`config.mk`:
```
export PLATFORM = sky130hd
export DESIGN_NAME = bcd_timer
export DESIGN_NICKNAME = d
export VERILOG_FILES = /design/src/rtl/timer_pkg.sv /design/src/rtl/button_sync.sv /design/src/rtl/hex.sv /design/src/rtl/bcd_timer.sv
export SDC_FILE = /design/constraint.sdc
export NUM_CORES = 1
export LEC_CHECK = 0
export CELL_PAD_IN_SITES_DETAIL_PLACEMENT = 2
export CELL_PAD_IN_SITES_GLOBAL_PLACEMENT = 2
export CORE_UTILIZATION = 37
export CTS_CLUSTER_DIAMETER = 150
export DETAILED_ROUTE_END_ITERATION = 10
export HOLD_SLACK_MARGIN = 0.05
export PLACE_DENSITY_LB_ADDON = 0.1
export SLEW_MARGIN = 20
export SYNTH_ARGS = -nofsm -noshare
export SYNTH_HDL_FRONTEND = slang
export SYNTH_SLANG_ARGS = --single-unit
```
`constraint.sdc`:
```
create_clock -name clk100_i -period 6.2 [get_ports clk100_i]
set_input_delay 0.62 -clock clk100_i [delete_from_list [all_inputs] [get_ports clk100_i]]
set_output_delay 0.62 -clock clk100_i [all_outputs]
set_load 0.1 [all_outputs]
```
`src/rtl/timer_pkg.sv`:
```
// Shared state encoding and BCD limits for the bcd_timer slice.
// Pure declarations; no logic.
package timer_pkg;

    typedef enum logic [1:0] {
        ST_IDLE = 2'd0,
        ST_RUN  = 2'd1,
        ST_EDIT = 2'd2
    } state_e;

    localparam logic [3:0] BCD_MAX = 4'd9;

endpackage

```
`src/rtl/button_sync.sv`:
```
// Active-low async push-button to one-cycle press pulse: two sync flops plus an edge flop.
// Pulse appears two edges after the low level is first sampled; no debounce.
module button_sync (
    input  logic clk_i,
    input  logic rst_i,
    input  logic btn_n_i,
    output logic pressed_o
);

    logic meta_q;
    logic sync_q;
    logic prev_q;

    always_ff @(posedge clk_i or posedge rst_i) begin
        if (rst_i) begin
            meta_q <= 1'b0;
            sync_q <= 1'b0;
            prev_q <= 1'b0;
        end else begin
            meta_q <= ~btn_n_i;
            sync_q <= meta_q;
            prev_q <= sync_q;
        end
    end

    assign pressed_o = sync_q & ~prev_q;

endmodule

```
`src/rtl/hex.sv`:
```
// Nibble to 7-segment decoder, active-high segments, bit 0 = segment a ... bit 6 = segment g.
// Purely combinational.
module hex (
    input  logic [3:0] bcd_i,
    output logic [6:0] seg_o
);

    always_comb begin
        seg_o = 7'b0000000;
        case (bcd_i)
            4'h0: seg_o = 7'b0111111;
            4'h1: seg_o = 7'b0000110;
            4'h2: seg_o = 7'b1011011;
            4'h3: seg_o = 7'b1001111;
            4'h4: seg_o = 7'b1100110;
            4'h5: seg_o = 7'b1101101;
            4'h6: seg_o = 7'b1111101;
            4'h7: seg_o = 7'b0000111;
            4'h8: seg_o = 7'b1111111;
            4'h9: seg_o = 7'b1101111;
            4'hA: seg_o = 7'b1110111;
            4'hB: seg_o = 7'b1111100;
            4'hC: seg_o = 7'b0111001;
            4'hD: seg_o = 7'b1011110;
            4'hE: seg_o = 7'b1111001;
            4'hF: seg_o = 7'b1110001;
            default: seg_o = 7'b0000000;
        endcase
    end

endmodule

```
`src/rtl/bcd_timer.sv`:
```
// N-digit BCD stopwatch / countdown with prescaled tick and per-digit preset editing.
// Digits update on the tick edge; button actions land one edge after their press pulse.
module bcd_timer
    import timer_pkg::*;
#(
    parameter int DIGITS   = 4,
    parameter int TICK_DIV = 1_000_000,
    parameter int CNT_W    = $clog2(TICK_DIV)
) (
    input  logic                      clk100_i,
    input  logic                      rst_i,
    input  logic                      start_stop_i,
    input  logic                      set_i,
    input  logic                      change_i,
    input  logic                      dir_i,
    output logic [4*DIGITS-1:0]       digits_o,
    output logic [7*DIGITS-1:0]       hex_o,
    output logic                      running_o,
    output logic                      edit_o,
    output logic [$clog2(DIGITS)-1:0] edit_digit_o,
    output logic                      expired_o
);

    localparam int               IDX_W      = $clog2(DIGITS);
    localparam logic [IDX_W-1:0] LAST_DIGIT = IDX_W'(DIGITS - 1);
    localparam logic [CNT_W-1:0] PRESC_TOP  = CNT_W'(TICK_DIV - 1);

    state_e              state_q, state_d;
    logic                dir_q, dir_d;
    logic [CNT_W-1:0]    presc_q, presc_d;
    logic [4*DIGITS-1:0] digits_q, digits_d;
    logic [IDX_W-1:0]    edit_q, edit_d;
    logic                expired_q, expired_d;

    logic                start_p;
    logic                set_p;
    logic                change_p;
    logic                tick;
    logic                expire;
    logic                start_blocked;
    logic [DIGITS-1:0]   carry;
    logic [DIGITS-1:0]   borrow;
    logic [DIGITS-1:0]   at_max;
    logic [DIGITS-1:0]   at_zero;
    logic [4*DIGITS-1:0] count_nx;
    logic [4*DIGITS-1:0] edit_nx;

    button_sync u_start_sync (
        .clk_i    (clk100_i),
        .rst_i    (rst_i),
        .btn_n_i  (start_stop_i),
        .pressed_o(start_p)
    );

    button_sync u_set_sync (
        .clk_i    (clk100_i),
        .rst_i    (rst_i),
        .btn_n_i  (set_i),
        .pressed_o(set_p)
    );

    button_sync u_change_sync (
        .clk_i    (clk100_i),
        .rst_i    (rst_i),
        .btn_n_i  (change_i),
        .pressed_o(change_p)
    );

    assign tick      = (state_q == ST_RUN) && (presc_q == PRESC_TOP);
    assign carry[0]  = tick & ~dir_q;
    assign borrow[0] = tick & dir_q;

    // Ripple carry/borrow chain; each digit also precomputes its edit-increment value.
    for (genvar k = 0; k < DIGITS; k++) begin : g_digit
        logic [3:0] cur;

        assign cur        = digits_q[4*k +: 4];
        assign at_max[k]  = (cur == BCD_MAX);
        assign at_zero[k] = (cur == 4'd0);

        if (k > 0) begin : g_chain
            assign carry[k]  = carry[k-1] & at_max[k-1];
            assign borrow[k] = borrow[k-1] & at_zero[k-1];
        end

        assign count_nx[4*k +: 4] = carry[k]  ? (at_max[k]  ? 4'd0    : cur + 4'd1) :
                                    borrow[k] ? (at_zero[k] ? BCD_MAX : cur - 4'd1) :
                                                cur;

        assign edit_nx[4*k +: 4] = (edit_q == IDX_W'(k)) ? (at_max[k] ? 4'd0 : cur + 4'd1) : cur;

        hex u_hex (
            .bcd_i(cur),
            .seg_o(hex_o[7*k +: 7])
        );
    end

    assign expire        = tick && dir_q && (count_nx == '0);
    assign start_blocked = dir_i && (digits_q == '0);

    always_comb begin
        state_d   = state_q;
        dir_d     = dir_q;
        digits_d  = digits_q;
        edit_d    = edit_q;
        expired_d = 1'b0;

        unique case (state_q)
            ST_IDLE: begin
                if (set_p) begin
                    state_d = ST_EDIT;
                    edit_d  = '0;
                end else if (start_p && !start_blocked) begin
                    state_d = ST_RUN;
                    dir_d   = dir_i;
                end
            end
            ST_RUN: begin
                if (set_p) begin
                    state_d  = ST_IDLE;
                    digits_d = '0;
                end else begin
                    digits_d = count_nx;
                    if (expire) begin
                        state_d   = ST_IDLE;
                        expired_d = 1'b1;
                    end else if (start_p) begin
                        state_d = ST_IDLE;
                    end
                end
            end
            ST_EDIT: begin
                if (change_p) begin
                    digits_d = edit_nx;
                end
                if (set_p) begin
                    if (edit_q == LAST_DIGIT) begin
                        state_d = ST_IDLE;
                        edit_d  = '0;
                    end else begin
                        edit_d = edit_q + IDX_W'(1);
                    end
                end
            end
            default: begin
                state_d = ST_IDLE;
            end
        endcase

        // Only advance while staying in RUN, so every run segment starts a full tick period.
        if (state_q == ST_RUN && state_d == ST_RUN) begin
            presc_d = tick ? '0 : presc_q + CNT_W'(1);
        end else begin
            presc_d = '0;
        end
    end

    always_ff @(posedge clk100_i or posedge rst_i) begin
        if (rst_i) begin
            state_q   <= ST_IDLE;
            dir_q     <= 1'b0;
            presc_q   <= '0;
            digits_q  <= '0;
            edit_q    <= '0;
            expired_q <= 1'b0;
        end else begin
            state_q   <= state_d;
            dir_q     <= dir_d;
            presc_q   <= presc_d;
            digits_q  <= digits_d;
            edit_q    <= edit_d;
            expired_q <= expired_d;
        end
    end

    assign digits_o     = digits_q;
    assign running_o    = (state_q == ST_RUN);
    assign edit_o       = (state_q == ST_EDIT);
    assign edit_digit_o = edit_q;
    assign expired_o    = expired_q;

endmodule

```
Word level (Yosys, flattened, before mapping)

Memory sizes are Yosys's and may differ from the RTL's.
Index checks and enable logic that the tools add are counted.
Widths: inputs -> output; s select.

Logic and storage cells: 132
Bits in latches: 0
Memories: 4
Bits in registers: 51
Output and inout port bits: 49
ROM bits: 448
Input port bits: 6
Memory bits (writable): 0

Shifts and indexed selects: 0
$mul: 0
Bitwise operators: 19
Divide/modulo/power cells: 0
Eq/ne operators: 18
Add/sub/neg operators: 10
Multiplexer cells: 40
Reductions and logical operators: 23
Magnitude comparators: 0

Memory list:

| name            | depth | width | read ports | clocked after memory_dff | wr ports | line      | source |
|---|---|---|---|---|---|---|---|
| (no name shown) | 16    | 7     | 1          | 0                        | 0        | hex.sv:10 | `case (bcd_i)` |
| (no name shown) | 16    | 7     | 1          | 0                        | 0        | hex.sv:10 |  |
| (no name shown) | 16    | 7     | 1          | 0                        | 0        | hex.sv:10 |  |
| (no name shown) | 16    | 7     | 1          | 0                        | 0        | hex.sv:10 |  |

Operator list:

| kind                  | number |
|---|---|
| $mux 4                | 20 |
| $mux 20               | 2 |
| $logic_not 16->1      | 2 |
| $mux 16               | 2 |
| $pmux 16 s2           | 1 |
| $add 20x1->20 const B | 1 |
| $eq 20x20->1 const B  | 1 |
| $mux 2                | 10 |
| $reduce_and 3->1      | 6 |
| $add 4x1->4 const B   | 4 |
| $eq 4x4->1 const B    | 4 |
| $logic_not 4->1       | 4 |
| $sub 4x1->4 const B   | 4 |
| $ne 2x1->1 const B    | 6 |
| $and 1x1->1           | 11 |
| $not 1->1             | 8 |
| $eq 2x1->1 const B    | 3 |
| $eq 2x2->1 const B    | 3 |
| $logic_and 1x1->1     | 6 |
| $pmux 2 s3            | 1 |
| $logic_not 2->1       | 2 |
| $pmux 2 s2            | 1 |
| $reduce_bool 2->1     | 2 |
| $mux 1                | 3 |
| 3 further kinds       | 3 |

Logic depth before layout (Yosys ltp)

Gate-level depths: netlist of run 1.

Word-level depth: 16
Mapped depth: 12
Mapped depth without buffers: 9

By module

A second synthesis of run 1 with hierarchy kept.

Cell total of the unflattened synthesis: 590
Area total of the unflattened synthesis: 4858.4 µm²

By module, submodules not included:

| module                      | instances | area an instance (µm²) | cells an instance |
|---|---|---|---|
| bcd_timer                   | 1         | 3418.3                 | 440 |
| hex at g_digit[1].u_hex ... | 2         | 290.3                  | 33 |
| button_sync                 | 3         | 96.3                   | 6 |
| hex at g_digit[0].u_hex     | 1         | 287.8                  | 33 |
| hex at g_digit[3].u_hex     | 1         | 282.8                  | 33 |

Worst setup path before layout of run 1

Ideal clock, no wire load.

Path kind: reg-to-output
Start point: reg digits_q[0] (netlist: digits_o[0])
End point: out hex_o[6]
Cell stages (with the launch flop): 6
Path slack: 1.620 ns
Data required time: 5.580 ns
Arrival: 3.960 ns
Path buffers: 1
Cell sequence: dfrtp_1 > clkbuf_1 > inv_1 > ha_1 > ha_1 > o21ai_0

Longest elaborated chain between the ends: 1

Ends and longest elaborated chain:

| what                     | line             | source |
|---|---|---|
| start: declaration       | bcd_timer.sv:31  | `logic [4*DIGITS-1:0] digits_q, digits_d;` |
| start signal: assignment | bcd_timer.sv:170 | `digits_q <= digits_d;` |
| $mem_v2 16x7             | --               |  |
| end: declaration         | bcd_timer.sv:17  | `output logic [7*DIGITS-1:0] hex_o,` |

Every way passes these cells.

Worst setup path in the final report of run 1

Start point: reg digits_q[0] (netlist: digits_o[0])
End point: out hex_o[0]

Same word-level chain as after synthesis.

==> results of run 1 <==
kinds of logic (layout without fill, tap and decap cells):
| logic type | Yosys count | count (layout) | share of synthesized area (%) |
|---|---|---|---|
| mux | 11 | 11 | 2.472 |
| simple gates | 227 | 227 | 26.43 |
| fa+ha+maj | 41 | 41 | 11.14 |
| xor+xnor | 20 | 20 | 3.802 |
| flops | 51 | 51 | 27.70 |
| compound gates | 155 | 155 | 22.19 |
| buf+inv | 59 | 90 | 6.274 |
through the flow:
| step | area [µm²] | instances | worst slack [ns] | utilization [%] | hold slack (ns) |
|---|---|---|---|---|---|
| global placement | 5181 | 755 | 2.825 | 42.96 | 0.3316 |
| detailed placement | 5181 | 755 | 2.686 | 42.96 | 0.3365 |
| floorplan | 4607 | 564 | 1.620 | - | 0.3312 |
| global route | 5338 | 763 | 2.282 | 44.25 | 0.3602 |
| finish | 5338 | 763 | 2.509 | 44.25 | 0.3516 |
| CTS | 5338 | 763 | 2.469 | 44.25 | 0.3545 |
cell usage after synthesis (5+ instances only):
cell	count	area (µm²)
a31oi_1	8	50.05
dfrtp_1	51	1276
nor2_1	64	240.2
xnor2_1	8	70.07
nor2b_1	18	112.6
nand3b_1	7	52.55
nand4_1	10	62.56
clkbuf_1	20	75.07
o21ai_0	35	175.2
o211ai_1	7	52.55
buf_1	5	18.77
ha_1	41	513.0
and3_1	6	37.54
mux2i_1	8	80.08
nand2_1	47	176.4
a22oi_1	6	45.04
nor3_1	16	80.08
xor2_1	12	105.1
or3_1	5	31.28
a211oi_1	5	37.54
nand2b_1	5	31.28
inv_1	26	97.59
nand3_1	13	65.06
a21oi_1	44	220.2
area by class of cell:
cell class | count | area share [%]
clock buffer | 5 | 2.344
timing repair buffer | 56 | 10.41
clock inverter | 3 | 0.5860
tap | 168 | 3.938
inverter | 26 | 1.828
sequential | 51 | 23.91
multi-input combinational | 454 | 56.99
flip-flops by register name, summed over array words and instances, names as in the netlist:
name / cells
u_set_sync.sync_q: 1
u_start_sync.sync_q: 1
u_change_sync.meta_q: 1
u_set_sync.prev_q: 1
digits_o: 16
presc_q: 20
u_change_sync.prev_q: 1
expired_o: 1
dir_q: 1
u_start_sync.prev_q: 1
u_set_sync.meta_q: 1
u_start_sync.meta_q: 1
u_change_sync.sync_q: 1
state_q: 2
edit_digit_o: 2
critical path, delay by kind of cell, from the launching register on:
| family | cells | cell delay (ns) |
|---|---|---|
| AOI/OAI and AO/OA | 1 | 0.14 |
| adders and majority gates | 1 | 0.38 |
| DFF | 1 | 0.59 |
| muxes | 1 | 0.20 |
| buffers and inverters | 2 | 1.39 |
| and+or+nand+nor | 1 | 0.08 |
how the worst min path moves through the flow:
| stage | startpoint | endpoint | depth (start not counted) | slack [ns] |
|---|---|---|---|---|
| 2_1_floorplan | u_change_sync.meta_q | u_change_sync.sync_q | 0 | 0.33 |
| 3_3_place_gp | u_change_sync.meta_q | u_change_sync.sync_q | 0 | 0.33 |
| 3_5_place_dp | u_change_sync.meta_q | u_change_sync.sync_q | 0 | 0.34 |
| 4_1_cts | u_change_sync.meta_q | u_change_sync.sync_q | 0 | 0.35 |
| 5_1_grt | u_change_sync.meta_q | u_change_sync.sync_q | 0 | 0.36 |
| 6_report | u_change_sync.meta_q | u_change_sync.sync_q | 0 | 0.35 |
routing by layer:
metal,vias to the layer above,share of wire (%),global-route usage (%)
met5,-,0,0
met4,0,1.5,5.702
met3,19,2.3,2.604
met2,62,49,41.18
met1,2218,47,30.29
li1,2097,-,-
==> impl_metrics.toml, run 1 <==
[final_layout]
final_common_cell = "nor2_1"
regArea_um2 = 1276
multi_input_area_um2 = 3042
final_net_count = 641
n_antenna_cell = 0
synthToLayoutAreaGrowth_pct = 15.86
drive_gt1_share_pct = 5.546
fillers = 1388
layout_common_cells = "64 x nor2_1, 54 x clkdlybuf4s50_1, 51 x dfrtp_1, 47 x nand2_1, 44 x a21oi_1"

[global_routing]
grt_pass1_wl_mm = 23.92
antenna_found_initial = 0
grt_max_degree = 52
grt-ovfl-total = 0
grt_pass1_vias = 4632
grtUsageTotal_pct = 23.30

[timing]
worst_slew_pin_slew_ns = 1.008
min_period_ns = 3.691
drv_slew = 0
rsz0062_at_grt = "false"
slew_headroom_pct = 32.59
skew_ns = 0.01478
setup_viol = 0
hold_viol = 0
fmax_ghz = 0.2710
period_share_pct = 59.53
finalSetupTns_ns = 0

[placed_design]
hpwl_mm = 10.74
routabilityCongestion = 0.8391
port_buffers = 54

[setup_path]
cp_max_fo = 13
r2r-start = "digits_o[1]"
cp_data_arrival_time_ns = 3.07
criticalPathCategory = "flip-flop to output port"
cp-end-kind = "output port"
critPathMaxStageDelay_ns = 1.18
critPathSlowestCell = "clkdlybuf4s50_1"
startpoint = "digits_o[0]"
startpoint_type = "flip-flop"
r2r_slack_ns = 2.61
critical_path.endpoint = "hex_o[0]"
r2r-end = "state_q[0]"
worstPathCellList = "inv_1 > ha_1 > mux2i_1 > nand2_1 > o21ai_0 > clkdlybuf4s50_1"
r2r_cells = 9
cp.required_ns = 5.58

[clocking]
ctsResizeCount = 0
clkSinkCount = 51
clockBufferDepth = 2
insertion_delay_ns = 0.31
cts_buffers = 5
cts_setup_buffers = 0
cts_tree = "yes"
ctsHoldBuffers = 0
cts-root-buf = "clkbuf_16"
clkTransAtPathRegs_ns = 0.07
htreeDepth = 2

[die]
initial_core_util_pct = 38.20
pin_count = 55
rows = 40
die_w_um = 113.6
die-area_um2 = 12900
die_h_um = 113.6
core_um2 = 12060

[drt]
dr.pass1.iters = 4
viasPerCell = 5.761
route.detailed.drc = 0
wire_per_inst_um = 19.14
vias = 4396
drt_iter0_markers = 212
ant_nets = 0
routed_wl_mm = 14.61

[job]
cap_violations = 0

[yosys]
synth_area_um2 = 4607
yosysWarnings = 0
ys.flop_type = "dfrtp_1"
async_flop_share_pct = 100.0
synth_cells = 564
ys_types = 76
ys_ff_latch = 51
synth_nets = 611
synth_edf_count = 0
ys_seq_area_share_pct = 27.70
syn_avg_cell_area_um2 = 8.168

[status]
outcome = "finished clean"

[min_path]
worstHoldPathType = "flip-flop to flip-flop"
Power of run 1 is not shown: default switching activity piles up to over one toggle a cycle in this logic, so the estimate is an artifact.
==> run 2, diff against run 1 <==
- CORE_UTILIZATION: 37 -> 31
- clock period: 6.2 -> 3.2 ns (I/O delays scaled with it)
==> impl_metrics.toml, run 2 (synthesis results as in run 1) <==
[die]
core_um2 = 14530
die_h_um = 123.9
rows = 44
pin_count = 55
initial_core_util_pct = 31.70
die-area_um2 = 15350
die_w_um = 123.9

[timing]
min_period_ns = 2.978
setup_viol = 0
skew_ns = 0.01036
period_share_pct = 93.07
rsz0062_at_grt = "false"
hold_viol = 0
finalSetupTns_ns = 0
whs_ns = 0.3518
slew_headroom_pct = 34.49
drv_slew = 0
fmax_ghz = 0.3358
worst_slew_pin_slew_ns = 0.9795

[drt]
top_layer = "met4"
route.detailed.drc = 0
wl_met3_um = 480
wire_per_inst_um = 18.69
vias = 4472
drt_iter0_markers = 185
ant_nets = 0
met1_length_mm = 7.195
dr.pass1.iters = 4
routed_wl_mm = 15.18
viasPerCell = 5.507
wl_met2_mm = 7.355

[clocking]
cts-root-buf = "clkbuf_16"
ctsResizeCount = 0
cts_tree = "yes"
clockBufferDepth = 2
cts_buffers = 5
htreeDepth = 2
cts_setup_buffers = 0
clkSinkCount = 51
clkTransAtPathRegs_ns = 0.08
insertion_delay_ns = 0.30
ctsHoldBuffers = 0

[final_layout]
drive_gt1_share_pct = 21.18
n_antenna_cell = 0
final_common_cell = "buf_4"
final_util_pct = 38.26
final_net_count = 674
stdcell_count = 812
layout_common_cells = "81 x buf_4, 64 x nor2_1, 48 x dfrtp_1, 47 x nand2_1, 40 x ha_1"
regMostFlops = "presc_q"
synthToLayoutAreaGrowth_pct = 20.70
largest_register_ffs = 20

[global_routing]
grt_max_degree = 28
grt_pass1_vias = 4635
grtUsageTotal_pct = 20.75
antenna_found_initial = 0
grt_pass1_wl_mm = 24.67
grt-ovfl-total = 0

[setup_path]
r2r-start = "state_q[1]"
startpoint_type = "flip-flop"
r2r_slack_ns = 0.22
critPathMaxStageDelay_ns = 0.58
worstPathCellList = "inv_1 > ha_2 > nand3b_1 > or4_4 > or2_4 > o31ai_4 > nand4_1 > nor4_2 > o21ai_0"
critPathTopFamily = "simple AND/OR/NAND/NOR gates"
criticalPathCategory = "flip-flop to flip-flop"
cp_data_arrival_time_ns = 3.15
cp_max_fo = 9
critPathSlowestCell = "or4_4"
startpoint = "state_q[1]"
critical_path.endpoint = "state_q[0]"
r2r_cells = 9
cp_num_cells = 9
r2r-end = "state_q[0]"
cp-end-kind = "flip-flop"
crit_buf_inv = 1
cp.required_ns = 3.37

[placed_design]
place_inst = 804
routabilityCongestion = 0.8384
port_buffers = 54
hpwl_mm = 11.74

[job]
cap_violations = 0

[status]
outcome = "finished clean"

[min_path]
worstHoldPathType = "flip-flop to flip-flop"
## run 2: area by class of cell
class / count / area [µm²]
tap: 184 / 230.2
fill: 1667 / 8974
multi-input combinational: 454 / 3119
timing repair buffer: 89 / 688.2
clock inverter: 2 / 16.27
sequential: 51 / 1280
clock buffer: 6 / 128.9
inverter: 26 / 97.59
## run 2: worst reg2reg max path, cell delays in order, from the launching register on
cell      delay, ns
dfrtp_1        0.42
inv_1          0.13
ha_2           0.24
nand3b_1       0.13
or4_4          0.58
or2_4          0.31
o31ai_4        0.26
nand4_1        0.15
nor4_2         0.46
o21ai_0        0.16
## run 2: how the worst min path moves through the flow
stage,startpoint,end,slack (ns),cells after the start
finish,u_set_sync.meta_q,u_set_sync.sync_q,0.35,0
global route,u_set_sync.meta_q,u_set_sync.sync_q,0.37,0
CTS,u_set_sync.meta_q,u_set_sync.sync_q,0.36,0
detailed placement,u_set_sync.meta_q,u_set_sync.sync_q,0.34,0
global placement,u_set_sync.meta_q,u_set_sync.sync_q,0.34,0
floorplan,u_change_sync.meta_q,u_change_sync.sync_q,0.33,0
## run 2: per-layer routing
layer	vias up	track usage, %
li1	2159	-
met1	2247	28.20
met2	56	35.07
met3	10	2.747
met4	0	4.241
met5	-	0
## run 2: metrics by stage
step	instance area [µm²]	setup WS [ns]
finish	5560	0.2219
global route	5560	0.03443
CTS	5560	0.2257
detailed placement	5415	0.2205
global placement	5415	0.3250
floorplan	4688	-0.3339
Power of run 2 is left out for the same reason.
